**src/rtl/nco_corr_pkg.sv**
```systemverilog
// Shared types and helpers for the NCO/correlator bank.
package nco_corr_pkg;

   typedef enum logic [1:0] {
      S_IDLE = 2'd0,
      S_SCAN = 2'd1,
      S_DONE = 2'd2
   } scan_state_t;

   // Index width for a bank of n channels (at least one bit).
   function automatic int idx_w(input int n);
      return (n > 1) ? $clog2(n) : 1;
   endfunction

   // Increment v, clamping at the largest value representable in w bits.
   function automatic logic [31:0] sat_inc(input logic [31:0] v, input int w);
      logic [31:0] max_v;
      max_v = (32'd1 << w) - 32'd1;
      return (v >= max_v) ? max_v : v + 32'd1;
   endfunction

endpackage

```
**src/rtl/nco_corr_ch.sv**
```systemverilog
// One channel: NCO with window-aligned frequency shadow plus a saturating
// correlator. The acc output already includes the current cycle's sample,
// so the bank can snapshot it on the last cycle of the window.
module nco_corr_ch
   import nco_corr_pkg::*;
#(
   parameter int NCO_W = 13,
   parameter int ACC_W = 8
) (
   input  logic             clk,
   input  logic             rst,
   input  logic             en,
   input  logic             sig,
   input  logic [NCO_W-1:0] fcw,
   input  logic             load,
   input  logic             clear,
   output logic [ACC_W-1:0] acc
);

   logic [NCO_W-1:0] phase_q, phase_d;
   logic [NCO_W-1:0] shadow_q, shadow_d;
   logic [ACC_W-1:0] acc_q, acc_d;
   logic             code;
   logic             hit;

   // Next-state: phase advance, shadow load, count update (restart on clear).
   always_comb begin
      code     = phase_q[NCO_W-1];
      hit      = (sig == code);
      acc      = acc_q;
      phase_d  = phase_q;
      shadow_d = shadow_q;
      acc_d    = acc_q;
      if (en && hit) begin
         acc = ACC_W'(sat_inc(32'(acc_q), ACC_W));
      end
      if (load) begin
         shadow_d = fcw;
      end
      if (en) begin
         phase_d = phase_q + (load ? fcw : shadow_q);
         acc_d   = clear ? '0 : acc;
      end
   end

   // Channel state registers.
   always_ff @(posedge clk) begin
      if (rst) begin
         phase_q  <= '0;
         shadow_q <= '0;
         acc_q    <= '0;
      end else begin
         phase_q  <= phase_d;
         shadow_q <= shadow_d;
         acc_q    <= acc_d;
      end
   end

endmodule

```
**src/rtl/nco_corr_bank.sv**
```systemverilog
// Bank of N_CH NCO/correlator channels with a dwell window, end-of-window
// snapshot, threshold detect and peak search reported by a one-cycle strobe.
module nco_corr_bank
   import nco_corr_pkg::*;
#(
   parameter int N_CH  = 4,
   parameter int NCO_W = 13,
   parameter int ACC_W = 8,
   parameter int DWELL = 256
) (
   input  logic                    clk,
   input  logic                    rst,
   input  logic                    en,
   input  logic                    sig,
   input  logic [N_CH*NCO_W-1:0]   fcw,
   input  logic [ACC_W-1:0]        thr,
   output logic [N_CH-1:0]         det,
   output logic [$clog2(N_CH)-1:0] peak_idx,
   output logic [ACC_W-1:0]        peak_val,
   output logic                    stb
);

   localparam int IDX_W = idx_w(N_CH);
   localparam int DW_W  = (DWELL > 1) ? $clog2(DWELL) : 1;

   logic [DW_W-1:0]  dwell_q, dwell_d;
   logic             init_q, init_d;
   logic [ACC_W-1:0] thr_q, thr_d;
   logic [ACC_W-1:0] snap_q [N_CH];
   logic [ACC_W-1:0] snap_d [N_CH];
   logic [ACC_W-1:0] acc_w  [N_CH];
   logic             win_end;
   logic             load;

   scan_state_t      state_q;
   logic [IDX_W-1:0] idx_q;
   logic [IDX_W-1:0] best_idx_q;
   logic [ACC_W-1:0] best_val_q;
   logic [N_CH-1:0]  det_w_q;
   logic [N_CH-1:0]  det_q;
   logic [IDX_W-1:0] peak_idx_q;
   logic [ACC_W-1:0] peak_val_q;

   logic [ACC_W-1:0] cur_val;
   logic [ACC_W-1:0] nbest_val;
   logic [IDX_W-1:0] nbest_idx;
   logic [N_CH-1:0]  ndet;

   assign win_end = en && (dwell_q == DW_W'(DWELL - 1));
   // Shadows load on the first cycle out of reset and at every window end.
   assign load    = init_q || win_end;

   genvar gi;
   generate
      for (gi = 0; gi < N_CH; gi++) begin : g_ch
         nco_corr_ch #(
            .NCO_W(NCO_W),
            .ACC_W(ACC_W)
         ) u_ch (
            .clk  (clk),
            .rst  (rst),
            .en   (en),
            .sig  (sig),
            .fcw  (fcw[gi*NCO_W +: NCO_W]),
            .load (load),
            .clear(win_end),
            .acc  (acc_w[gi])
         );
      end
   endgenerate

   // Dwell counter, snapshot capture and threshold capture at window end.
   always_comb begin
      dwell_d = dwell_q;
      init_d  = 1'b0;
      thr_d   = thr_q;
      for (int k = 0; k < N_CH; k++) begin
         snap_d[k] = snap_q[k];
      end
      if (en) begin
         dwell_d = win_end ? '0 : dwell_q + DW_W'(1);
      end
      if (win_end) begin
         thr_d = thr;
         for (int k = 0; k < N_CH; k++) begin
            snap_d[k] = acc_w[k];
         end
      end
   end

   // Window bookkeeping registers.
   always_ff @(posedge clk) begin
      if (rst) begin
         dwell_q <= '0;
         init_q  <= 1'b1;
         thr_q   <= '0;
         for (int k = 0; k < N_CH; k++) begin
            snap_q[k] <= '0;
         end
      end else begin
         dwell_q <= dwell_d;
         init_q  <= init_d;
         thr_q   <= thr_d;
         for (int k = 0; k < N_CH; k++) begin
            snap_q[k] <= snap_d[k];
         end
      end
   end

   // Scan step: strict-greater compare keeps ties on the lowest index.
   always_comb begin
      cur_val   = snap_q[idx_q];
      nbest_val = best_val_q;
      nbest_idx = best_idx_q;
      ndet      = det_w_q;
      if (cur_val > best_val_q) begin
         nbest_val = cur_val;
         nbest_idx = idx_q;
      end
      ndet[idx_q] = (cur_val >= thr_q);
   end

   // Scan FSM with registered results; everything holds while en is low.
   always_ff @(posedge clk) begin
      if (rst) begin
         state_q    <= S_IDLE;
         idx_q      <= '0;
         best_idx_q <= '0;
         best_val_q <= '0;
         det_w_q    <= '0;
         det_q      <= '0;
         peak_idx_q <= '0;
         peak_val_q <= '0;
      end else if (en) begin
         case (state_q)
            S_IDLE: begin
               if (win_end) begin
                  state_q    <= S_SCAN;
                  idx_q      <= '0;
                  best_idx_q <= '0;
                  best_val_q <= '0;
                  det_w_q    <= '0;
               end
            end
            S_SCAN: begin
               best_val_q <= nbest_val;
               best_idx_q <= nbest_idx;
               det_w_q    <= ndet;
               if (idx_q == IDX_W'(N_CH - 1)) begin
                  state_q    <= S_DONE;
                  det_q      <= ndet;
                  peak_idx_q <= nbest_idx;
                  peak_val_q <= nbest_val;
               end else begin
                  idx_q <= idx_q + IDX_W'(1);
               end
            end
            S_DONE: begin
               state_q <= S_IDLE;
            end
            default: begin
               state_q <= S_IDLE;
            end
         endcase
      end
   end

   assign stb      = (state_q == S_DONE) && en;
   assign det      = det_q;
   assign peak_idx = peak_idx_q;
   assign peak_val = peak_val_q;

endmodule

```
**config.mk**
```make
export PLATFORM = sky130hd
export DESIGN_NAME = nco_corr_bank
export DESIGN_NICKNAME = d
export VERILOG_FILES = /design/src/rtl/nco_corr_pkg.sv /design/src/rtl/nco_corr_ch.sv /design/src/rtl/nco_corr_bank.sv
export SDC_FILE = /design/constraint.sdc
export NUM_CORES = 1
export LEC_CHECK = 0
export CORE_MARGIN = 5
export CORE_UTILIZATION = 55
export DETAILED_ROUTE_END_ITERATION = 10
export GPL_TIMING_DRIVEN = 0
export MAX_ROUTING_LAYER = met4
export PLACE_DENSITY = 0.75
export SYNTH_ARGS = -nofsm -noshare
export SYNTH_HDL_FRONTEND = slang
export SYNTH_HIERARCHICAL = 1
export SYNTH_SLANG_ARGS = --single-unit
```
**constraint.sdc**
```tcl
create_clock -name clk -period 6.2 [get_ports clk]
set_input_delay 0.93 -clock clk [delete_from_list [all_inputs] [get_ports clk]]
set_output_delay 0.93 -clock clk [all_outputs]
set_load 0.1 [all_outputs]
```
==> results_dict.tcl <==
set metrics [dict create \
    cts-root-buf "clkbuf_16" \
    crit_slowest_cell "clkdlybuf4s50_1" \
    routed_wl_um 26300 \
    gr-total-overflow 0 \
    cts_tree "yes" \
    coreArea_um2 21600 \
    synth-xor-area-share 0.0354 \
    grt_pass1_vias 9459 \
    antenna_found_initial 0 \
    final_antenna_net_count 0 \
    r2r_slack_ns 1.78 \
    rsz0062_at_grt "false" \
    holdCritPathClass "reg -> reg" \
    synthAdderAreaFrac 0.0830 \
    grt_pass1_wl_um 44300 \
    netlist_area_um2 12000 \
    track_usage 0.219 \
    dp.cells 1614 \
    comb_power_share 0.162 \
    path_cells "clkdlybuf4s50_1, and4_4, nand2_4, nand2b_1, clkbuf_1, buf_2, mux2_2, fa_1, a211oi_1, o211ai_1, nand4_1, mux2_2, o2111ai_1" \
    drive_gt1_frac 0.123 \
    whs_path_depth 2 \
    setup_tns_ns 0 \
    worst_setup_path_start_kind "primary input" \
    r2r_end "g_ch[0].u_ch/phase_q[12]" \
    finalNonFillerCells 1659 \
    nets 1502 \
    final.period_utilization 0.805 \
    wl_met1_um 11800 \
    power_frac_clock 0.399 \
    cts_buffers 25 \
    clock_skew_ns 0.0161 \
    cp_top_family "buffers and inverters" \
    wl_met3_um 1310 \
    crit_path_max_fanout 10 \
    timing.rr.start "dwell_q[0]" \
    die_w_um 158 \
    hold_start "g_ch[2].u_ch/phase_q[5]" \
    async_flop_share 0 \
    drt_iter0_markers 431 \
    yosys.area_share.simple 0.204 \
    max_stage_delay_ns 0.79 \
    vias 9676 \
    die_area_um2 24800 \
    critPathKind "in -> reg" \
    insertion_delay_ns 0.52 \
    drc 0 \
    netlist.area_leader.share 0.311 \
    synth_area_leaders "dfxtp_1 (31%), edfxtp_1 (8.0%), ha_1 (7.6%), mux2_2 (5.1%), nand2_1 (3.5%)" \
    dieHeight_um 158 \
    synthCells 1256 \
    min_to "g_ch[2].u_ch/phase_q[5]" \
    synth_edf_count 32 \
    critPathBufInv 3 \
    place_congestion 0.926 \
    ys_top_cells_by_count "dfxtp_1 (186), nand2_1 (111), nor2_1 (85), a21oi_1 (77), ha_1 (73)" \
    dr.pass1.iters 5 \
    vias_per_cell 5.83 \
    synth_top_family_by_area "simple AND/OR/NAND/NOR gates" \
    yosys_warnings 6 \
    dr_wl_met2_um 12500 \
    net-switching-power_uw 927 \
    highest_layer "met4" \
    diodes 0 \
    pin_count 79 \
    rows 54 \
    worstPathRequired_ns 6.63 \
    synth_flop_cell "dfxtp_1" \
    synth_nets 1397 \
    cts.clk_slew.worst_paths_ns 0.06 \
    drv_slew 0 \
    initial_utilization 0.554 \
    rr_worst_depth 13 \
    netSwitchingFraction 0.261 \
    syn_to_final_growth_pct 16.0 \
    setup_viol 0 \
    synth.yosys.seq_area_share 0.391 \
    synth-seq-cells 218 \
    hold_buffers 0 \
    cts_htree_levels 1 \
    end_kind "register" \
    synthMuxAreaShare 0.0931 \
    slew_headroom 0.113 \
    grt_max_degree 35 \
    synth_compound_area_frac 0.161 \
    cts_setup_buffers 0 \
    tightestPinTransition_ns 1.33 \
    cpMostUsedCell "mux2_2" \
    yosysTopAreaCell "dfxtp_1" \
    ys_types 88 \
    seqPwrFrac 0.439 \
    worstPathArrival_ns 5.42 \
    ir_drop_v 0.000250 \
    p_int_uw 2620 \
    max_clock_freq_mhz 200 \
    wl_per_cell_um 15.9 \
    place_hpwl_um 19400 \
    yosysMostFrequentCell "dfxtp_1" \
    portBuffers 78 \
    cts_resized 0 \
    power.leakage_uw 0.00569 \
    finalHoldViolations 0 \
    maxCapViolCount 0 \
    synth.avg_cell_area_um2 9.53 \
    min_period_ns 4.99 \
    outcome "finished clean" \
    clk_path_buf_depth 3 \
    powerDensity_nw_per_um2 255 \
    clkSinkCount 218 \
]
-- cells in the final DEF, fill, tap and decap left out, drive strengths merged, types with 7 or more instances in the layout --
master / Yosys / layout
mux2: 56 / 56
clkbuf: 29 / 62
nand2b: 9 / 9
clkdlybuf4s50: 0 / 78
a21oi: 84 / 84
a31oi: 22 / 22
clkinv: 0 / 10
nor4b: 7 / 7
mux4: 8 / 8
nor2: 88 / 88
o211ai: 18 / 18
xnor2: 24 / 24
inv: 38 / 38
xor2: 21 / 21
nor3: 26 / 26
nand2: 113 / 113
and2: 51 / 51
a21o: 25 / 25
nand4: 34 / 34
dfxtp: 186 / 186
or3: 15 / 15
ha: 73 / 73
nand3: 28 / 28
and3: 51 / 51
a211oi: 18 / 18
buf: 26 / 26
and4: 9 / 9
edfxtp: 32 / 32
a22o: 13 / 13
mux2i: 30 / 30
a32o: 7 / 7
o21ai: 37 / 37
-- metal layers --
layer  vias to the layer above  track usage
met3                        52       0.0308
li1                       4850            -
met5                         -            -
met4                         0       0.0655
met2                       209        0.361
met1                      4565        0.280
-- layout make-up --
| cell class | instances | area [µm²] |
|---|---|---|
| fill | 1830 | 7730 |
| multi-input combinational | 945 | 6900 |
| sequential | 218 | 4680 |
| timing repair buffer | 78 | 781 |
| clock buffer | 33 | 676 |
| tap | 280 | 350 |
| buffer | 55 | 241 |
| inverter | 38 | 143 |
| clock inverter | 12 | 108 |
-- cell families (layout without fill, tap and decap cells) --
family | count (synthesis) | after routing
compound gates | 279 | 279
flops | 218 | 218
simple gates | 450 | 450
fa+ha+maj | 77 | 77
xor+xnor | 45 | 45
buf+inv | 93 | 216
mux | 94 | 94
-- power by group through the flow --
stage | clock, µW | combinational, µW | sequential (µW)
finish | 1420 | 575 | 1560
detailed placement | 0 | 573 | 1590
global route | 1510 | 646 | 1560
CTS | 1450 | 575 | 1560
floorplan | 0 | 432 | 1570
global placement | 0 | 556 | 1580
-- state kept, by name, indices dropped and copies added (netlist names), named ones only --
signal and cells:
state_q 2, best_idx_q 2, det_w_q 3, dwell_q 8
g_ch.u_ch/shadow_q 52, g_ch.u_ch/phase_q 52, peak_idx 2, snap_q 32
peak_val 8, g_ch.u_ch/acc_q 32, thr_q 8, idx_q 2
init_q 1, det 4, best_val_q 8
-- tightest hold or removal path, cell delays in order, from the launching register on --
cell and delay (ns):
dfxtp_1 0.31, nand2_1 0.05, a21oi_1 0.05
-- how the worst max path moves through the flow --
stage / to / slack (ns) / from / cells past startpoint
after floorplan: g_ch[1].u_ch/phase_q[8] / 2.42 / en / 12
after global placement: g_ch[0].u_ch/phase_q[12] / 0.74 / en / 13
after detailed placement: g_ch[0].u_ch/phase_q[12] / 0.67 / en / 13
after CTS: g_ch[0].u_ch/phase_q[12] / 1.24 / en / 13
after global routing: g_ch[0].u_ch/phase_q[12] / 0.85 / en / 13
final: g_ch[0].u_ch/phase_q[12] / 1.21 / en / 13
-- stage by stage --
step	total power, µW	hold slack, ns	area [µm²]	utilization	setup slack (ns)
floorplan	2000	0.424	12000	-	2.42
global placement	2140	0.438	13100	0.606	0.742
detailed placement	2160	0.444	13100	0.606	0.670
CTS	3580	0.459	13900	0.642	1.24
global route	3720	0.474	13900	0.642	0.851
finish	3550	0.457	13900	0.642	1.21
No activity file was read; power rests on OpenSTA's default activity.
